**src/rtl/apb_slave_mem_if.sv**
```systemverilog
// rtl/apb_slave_mem_if.sv - APB bus bundle between a requester and apb_slave_mem.
interface apb_slave_mem_if #(
    parameter int ADDR_W = 32,
    parameter int DATA_W = 32
);
    logic                  psel;
    logic                  penable;
    logic                  pwrite;
    logic [ADDR_W-1:0]     paddr;
    logic [DATA_W-1:0]     pwdata;
    logic [DATA_W/8-1:0]   pstrb;
    logic [DATA_W-1:0]     prdata;
    logic                  pready;
    logic                  pslverr;

    modport master (
        output psel, penable, pwrite, paddr, pwdata, pstrb,
        input  prdata, pready, pslverr
    );

    modport slave (
        input  psel, penable, pwrite, paddr, pwdata, pstrb,
        output prdata, pready, pslverr
    );
endinterface

```
**src/rtl/apb_slave_mem.sv**
```systemverilog
// rtl/apb_slave_mem.sv - APB completer backed by a word array, with wait states,
// address errors, byte-strobed writes and a sticky protocol-violation flag.
module apb_slave_mem #(
    parameter int                ADDR_W    = 32,
    parameter int                DATA_W    = 32,
    parameter int                DEPTH     = 64,
    parameter logic [ADDR_W-1:0] BASE_ADDR = '0
) (
    input  logic                 clk,
    input  logic                 rst_n,
    apb_slave_mem_if.slave       bus,
    input  logic [3:0]           wait_cfg,
    output logic                 prot_err
);
    localparam int STRB_W  = DATA_W / 8;
    localparam int IDX_W   = $clog2(DEPTH);
    localparam int LSB     = $clog2(STRB_W);
    localparam int ADDR_W1 = ADDR_W + 1;
    localparam logic [ADDR_W:0]   SPAN      = ADDR_W1'(DEPTH * STRB_W);
    localparam logic [ADDR_W-1:0] ALIGN_MSK = ADDR_W'(STRB_W - 1);

    typedef enum logic {
        ST_IDLE   = 1'b0,
        ST_ACCESS = 1'b1
    } state_t;

    state_t              r_state;
    state_t              w_next_state;

    logic [DATA_W-1:0]   r_mem [DEPTH];
    logic [ADDR_W-1:0]   r_addr;
    logic                r_write;
    logic [DATA_W-1:0]   r_wdata;
    logic [STRB_W-1:0]   r_strb;
    logic [3:0]          r_cnt;
    logic                r_pready;
    logic                r_pslverr;
    logic [DATA_W-1:0]   r_prdata;
    logic                r_prot_err;

    logic                w_setup;
    logic                w_complete;
    logic                w_abort;
    logic                w_tick;
    logic                w_viol;
    logic                w_mismatch;
    logic                w_in_hit;
    logic [IDX_W-1:0]    w_in_idx;
    logic                w_lat_hit;
    logic [IDX_W-1:0]    w_lat_idx;

    function automatic logic f_hit(input logic [ADDR_W-1:0] a);
        logic [ADDR_W:0] off;
        off = {1'b0, a} - {1'b0, BASE_ADDR};
        return (a >= BASE_ADDR) && (off < SPAN) && ((a & ALIGN_MSK) == '0);
    endfunction

    function automatic logic [IDX_W-1:0] f_idx(input logic [ADDR_W-1:0] a);
        return IDX_W'((a - BASE_ADDR) >> LSB);
    endfunction

    assign w_in_hit  = f_hit(bus.paddr);
    assign w_in_idx  = f_idx(bus.paddr);
    assign w_lat_hit = f_hit(r_addr);
    assign w_lat_idx = f_idx(r_addr);

    // The requester must hold the whole request stable until the transfer completes.
    assign w_mismatch = (bus.paddr != r_addr) || (bus.pwrite != r_write) ||
                        (bus.pwdata != r_wdata) || (bus.pstrb != r_strb);

    always_ff @(posedge clk or negedge rst_n) begin
        if (!rst_n) begin
            r_state <= ST_IDLE;
        end else begin
            r_state <= w_next_state;
        end
    end

    always_comb begin
        w_next_state = r_state;
        w_setup      = 1'b0;
        w_complete   = 1'b0;
        w_abort      = 1'b0;
        w_tick       = 1'b0;
        w_viol       = 1'b0;
        case (r_state)
            ST_IDLE: begin
                if (bus.psel) begin
                    if (!bus.penable) begin
                        w_setup      = 1'b1;
                        w_next_state = ST_ACCESS;
                    end else begin
                        w_viol = 1'b1;
                    end
                end
            end
            ST_ACCESS: begin
                if (!bus.psel || !bus.penable || w_mismatch) begin
                    w_viol       = 1'b1;
                    w_abort      = 1'b1;
                    w_next_state = ST_IDLE;
                end else if (r_pready) begin
                    w_complete   = 1'b1;
                    w_next_state = ST_IDLE;
                end else begin
                    w_tick = 1'b1;
                end
            end
            default: w_next_state = ST_IDLE;
        endcase
    end

    always_ff @(posedge clk or negedge rst_n) begin
        if (!rst_n) begin
            for (int i = 0; i < DEPTH; i++) begin
                r_mem[i] <= '0;
            end
            r_addr     <= '0;
            r_write    <= 1'b0;
            r_wdata    <= '0;
            r_strb     <= '0;
            r_cnt      <= 4'd0;
            r_pready   <= 1'b0;
            r_pslverr  <= 1'b0;
            r_prdata   <= '0;
            r_prot_err <= 1'b0;
        end else begin
            if (w_viol) begin
                r_prot_err <= 1'b1;
            end

            if (w_setup) begin
                r_addr    <= bus.paddr;
                r_write   <= bus.pwrite;
                r_wdata   <= bus.pwdata;
                r_strb    <= bus.pstrb;
                r_cnt     <= wait_cfg;
                r_pready  <= (wait_cfg == 4'd0);
                r_pslverr <= (wait_cfg == 4'd0) && !w_in_hit;
                if ((wait_cfg == 4'd0) && !bus.pwrite) begin
                    r_prdata <= w_in_hit ? r_mem[w_in_idx] : '0;
                end
            end else if (w_abort) begin
                r_cnt     <= 4'd0;
                r_pready  <= 1'b0;
                r_pslverr <= 1'b0;
            end else if (w_complete) begin
                r_pready  <= 1'b0;
                r_pslverr <= 1'b0;
                if (r_write && w_lat_hit) begin
                    for (int i = 0; i < STRB_W; i++) begin
                        if (r_strb[i]) begin
                            r_mem[w_lat_idx][8*i +: 8] <= r_wdata[8*i +: 8];
                        end
                    end
                end
            end else if (w_tick) begin
                r_cnt    <= r_cnt - 4'd1;
                r_pready <= (r_cnt == 4'd1);
                // Last wait cycle: the response becomes visible with pready.
                if (r_cnt == 4'd1) begin
                    r_pslverr <= !w_lat_hit;
                    if (!r_write) begin
                        r_prdata <= w_lat_hit ? r_mem[w_lat_idx] : '0;
                    end
                end
            end
        end
    end

    assign bus.prdata  = r_prdata;
    assign bus.pready  = r_pready;
    assign bus.pslverr = r_pslverr;
    assign prot_err    = r_prot_err;
endmodule

```
**src/flat_wrapper.sv**
```systemverilog
// flat-port wrapper written by rule: the top's interface ports become plain ports
module apb_slave_mem_flat 
#(
    parameter int                ADDR_W    = 32,
    parameter int                DATA_W    = 32,
    parameter int                DEPTH     = 64,
    parameter logic [ADDR_W-1:0] BASE_ADDR = '0
)
  (clk, rst_n, wait_cfg, prot_err, bus_psel, bus_penable, bus_pwrite, bus_paddr, bus_pwdata, bus_pstrb, bus_prdata, bus_pready, bus_pslverr);
  apb_slave_mem_if #(.ADDR_W(ADDR_W), .DATA_W(DATA_W)) bus_i ();
  input  logic clk;
  input  logic rst_n;
  input  logic [3:0] wait_cfg;
  output logic prot_err;
  input wire logic [$bits(bus_i.psel)-1:0] bus_psel;
  input wire logic [$bits(bus_i.penable)-1:0] bus_penable;
  input wire logic [$bits(bus_i.pwrite)-1:0] bus_pwrite;
  input wire logic [$bits(bus_i.paddr)-1:0] bus_paddr;
  input wire logic [$bits(bus_i.pwdata)-1:0] bus_pwdata;
  input wire logic [$bits(bus_i.pstrb)-1:0] bus_pstrb;
  output wire logic [$bits(bus_i.prdata)-1:0] bus_prdata;
  output wire logic [$bits(bus_i.pready)-1:0] bus_pready;
  output wire logic [$bits(bus_i.pslverr)-1:0] bus_pslverr;
  assign bus_i.psel = bus_psel;
  assign bus_i.penable = bus_penable;
  assign bus_i.pwrite = bus_pwrite;
  assign bus_i.paddr = bus_paddr;
  assign bus_i.pwdata = bus_pwdata;
  assign bus_i.pstrb = bus_pstrb;
  assign bus_prdata = bus_i.prdata;
  assign bus_pready = bus_i.pready;
  assign bus_pslverr = bus_i.pslverr;
  apb_slave_mem #(.ADDR_W(ADDR_W), .DATA_W(DATA_W), .DEPTH(DEPTH), .BASE_ADDR(BASE_ADDR)) u_core (.clk(clk), .rst_n(rst_n), .bus(bus_i), .wait_cfg(wait_cfg), .prot_err(prot_err));
endmodule
```
**config.mk**
```make
export PLATFORM = sky130hd
export DESIGN_NAME = apb_slave_mem_flat
export DESIGN_NICKNAME = d
export VERILOG_FILES = /design/src/rtl/apb_slave_mem_if.sv /design/src/rtl/apb_slave_mem.sv /design/src/flat_wrapper.sv
export SDC_FILE = /design/constraint.sdc
export NUM_CORES = 2
export LEC_CHECK = 0
export BUFFER_PORTS_ARGS = -buffer_cell sky130_fd_sc_hd__buf_2
export CORE_UTILIZATION = 49
export CTS_BUF_LIST = sky130_fd_sc_hd__clkbuf_4
export DETAILED_ROUTE_END_ITERATION = 6
export SKIP_CTS_REPAIR_TIMING = 1
export SLEW_MARGIN = 0
export SYNTH_ARGS = -nofsm -noshare
export SYNTH_HDL_FRONTEND = slang
export SYNTH_SLANG_ARGS = --single-unit
export TNS_END_PERCENT = 5
```
**constraint.sdc**
```tcl
create_clock -name clk -period 4.9 [get_ports clk]
set_input_delay 0.49 -clock clk [delete_from_list [all_inputs] [get_ports clk]]
set_output_delay 0.49 -clock clk [all_outputs]
set_load 0.01 [all_outputs]
```
==> reports/qor.yml <==
die_height_um: 508.9
period_minus_slack_ps: 4413
vdd_drop_max_mv: 0.4983
gp_congestion: 0.9855
fp.dieW_um: 508.9
via_count: 92890
rsz0062_at_grt: "no"
synth-edff-count: 0
drc: 0
numClockSinks: 2157
layout.cells.non_filler: 13250
grt_pass1_vias: 90970
timing.final.ws_setup_ps: 486.6
end_kind: "flip-flop"
postSynthCellCount: 8733
hold_violations: 2
cts.clk_slew.worst_paths_ps: 60
io_buffers: 111
clk_latency_ps: 1490
yosysUniqueCellTypes: 82
worst_ep_arrival_time_ps: 5640
dp_slack_ps: 764.3
dominantRegCellSynth: "dfrtp_1"
syn_area_per_cell_sq_um: 14.42
initial_core_util_pct: 49.41
antenna_found_initial: 43
placed_cells: 12020
htreeDepth: 6
maxCapViolCount: 1
setup_viol: 0
coreArea_sq_um: 254900
async_flop_share_pct: 100.0
dr.pass1.iters: 6
path_max_fanout: 18
worst_setup_path_start_kind: "flip-flop"
setup_tns_ps: 0
final_common_cell: "dfrtp_1"
max_freq_mhz: 226.6
skew_ps: 128.3
hp-class: "in -> reg"
drtIter0Drc: 12460
synth_area_sq_um: 125900
routed_wl_um: 537500
drive_above_1_share_pct: 49.27
required_ps: 6130
hpwl_um: 350800
yosys_warnings: 0
holdWs_ps: -28.27
power_leakage_nw: 68.97
slew_headroom_pct: 1.387
cts_buffers: 608
num_rows: 185
overflow: 0
ys_ff_latch: 2157
powerDensity_nw_per_um2: 413.5
gr-usage-all-layers_pct: 40.86
cts_tree: "yes"
layout.nets: 9498
drv_slew: 0
synth_fp_nets: 8812
area_delta_synth_final_pct: 12.97
tightest_slew_ps: 1442
grt_max_degree: 156
io_pins: 112
grt_pass1_wl_um: 743300
outcome: "finished, violations left"
die_area_sq_um: 259000
viasPerCell: 7.011
cts_root_buf: "clkbuf_4"
wl_per_cell_um: 40.57
clockBufferDepth: 4
crit_type: "reg -> reg"
postRouteAntennaNets: 0
period_share_pct: 90.07
synth_seq_area_share_pct: 42.87
mostFrequentLayoutCells: "dfrtp_1 (2119), mux2_4 (1920), clkbuf_4 (896), o22ai_1 (543), mux4_2 (495)"
violations: "negative hold slack, max-capacitance violations"
[routing by layer]
layer	GRT usage, %	wire length, um	up-vias
met2	55.40	219600	7150
met5	0.5556	530	-
met3	16.35	71890	1685
li1	-	-	35340
met4	25.46	38590	50
met1	54.05	206900	48670
[critical path, stage by stage, from the launching register on]
cell	delay, ps
dfrtp_2	990
nand2_1	640
nor2_4	1200
a22oi_1	390
a31oi_1	830
mux2i_1	160
[stage by stage]
step                      cell area (sq um)  utilization [%]  power (mW)
after global placement               132800            52.10       40.02
final                                142200            55.81       58.81
after global routing                 142200            55.79       59.67
after CTS                            140500            55.14       57.59
after floorplan                      125900                -       29.01
after detailed placement             132800            52.10       40.15
[cell usage after synthesis, types with 45 or more instances]
cell         n  area share (%)
nor2_4      60            0.54
mux4_2     495             8.9
mux2_2     380             3.4
a211oi_1    56            0.33
a21oi_1    139            0.55
o221ai_1   159             1.1
dfrtp_1   2157              43
xnor2_1     45            0.31
buf_2      196            0.78
clkbuf_1   393             1.2
nor3_1      54            0.21
o22ai_1    543             2.7
o31ai_1     51            0.30
a221oi_1    91            0.63
mux2i_1    314             2.5
nor4_1      55            0.27
mux2_4    1920              23
buf_1       67            0.20
nor2_1     156            0.47
nand2_8    240             3.8
o21ai_0    150            0.60
nand2_1    336             1.0
[kinds of logic after synthesis]
group | count (synthesis) | share of synthesized area (%)
muxes | 3109 | 37.64
buffers and inverters | 802 | 3.296
DFF | 2157 | 42.87
adders and majority gates | 2 | 0.01987
xor gates and xnor gates | 58 | 0.4034
and+or+nand+nor | 1112 | 7.469
AOI/OAI and AO/OA | 1493 | 8.302
[registers in the layout, summed over array words and instances, names as in the netlist]
| signal | flops |
|---|---|
| u_core.r_strb | 4 |
| u_core.r_wdata | 32 |
| u_core.r_addr | 32 |
| u_core.r_write | 1 |
| u_core.r_state | 1 |
| u_core.bus.prdata | 32 |
| u_core.prot_err | 1 |
| u_core.r_cnt | 4 |
| u_core.r_mem | 2048 |
| u_core.bus.pready | 1 |
| u_core.bus.pslverr | 1 |
[where the power goes]
part	switching (mW)	internal, mW	leakage [nW]
Combinational	16.5	5.92	34.4
Clock	8.46	9.13	4.58
Sequential	0.638	18.1	30.0
[final cells by class]
class                      count  area, sq um
timing repair buffer         839         7966
tap                         3366         4212
fill                       20870       112600
multi-input combinational   5774        68030
clock inverter               143         1023
sequential                  2157        54030
antenna                       36        90.09
clock buffer                 896         6726
inverter                      39        158.9
[worst paths after layout]
check	slack (ps)	end	start	cells past startpoint
setup / recovery	490	u_core.bus.prdata[5]	u_core.r_addr[5]	5
hold / removal	-30	u_core.r_wdata[10]	bus_pwdata[10]	4
setup reg to reg	490	u_core.bus.prdata[5]	u_core.r_addr[5]	5
hold reg to reg	500	u_core.bus.prdata[26]	u_core.bus.prdata[26]	1
max in group asynchronous	3250	u_core.r_wdata[20]	rst_n	5
min in group asynchronous	390	u_core.r_mem[868]	rst_n	4
(Power assumes the default switching activity.)
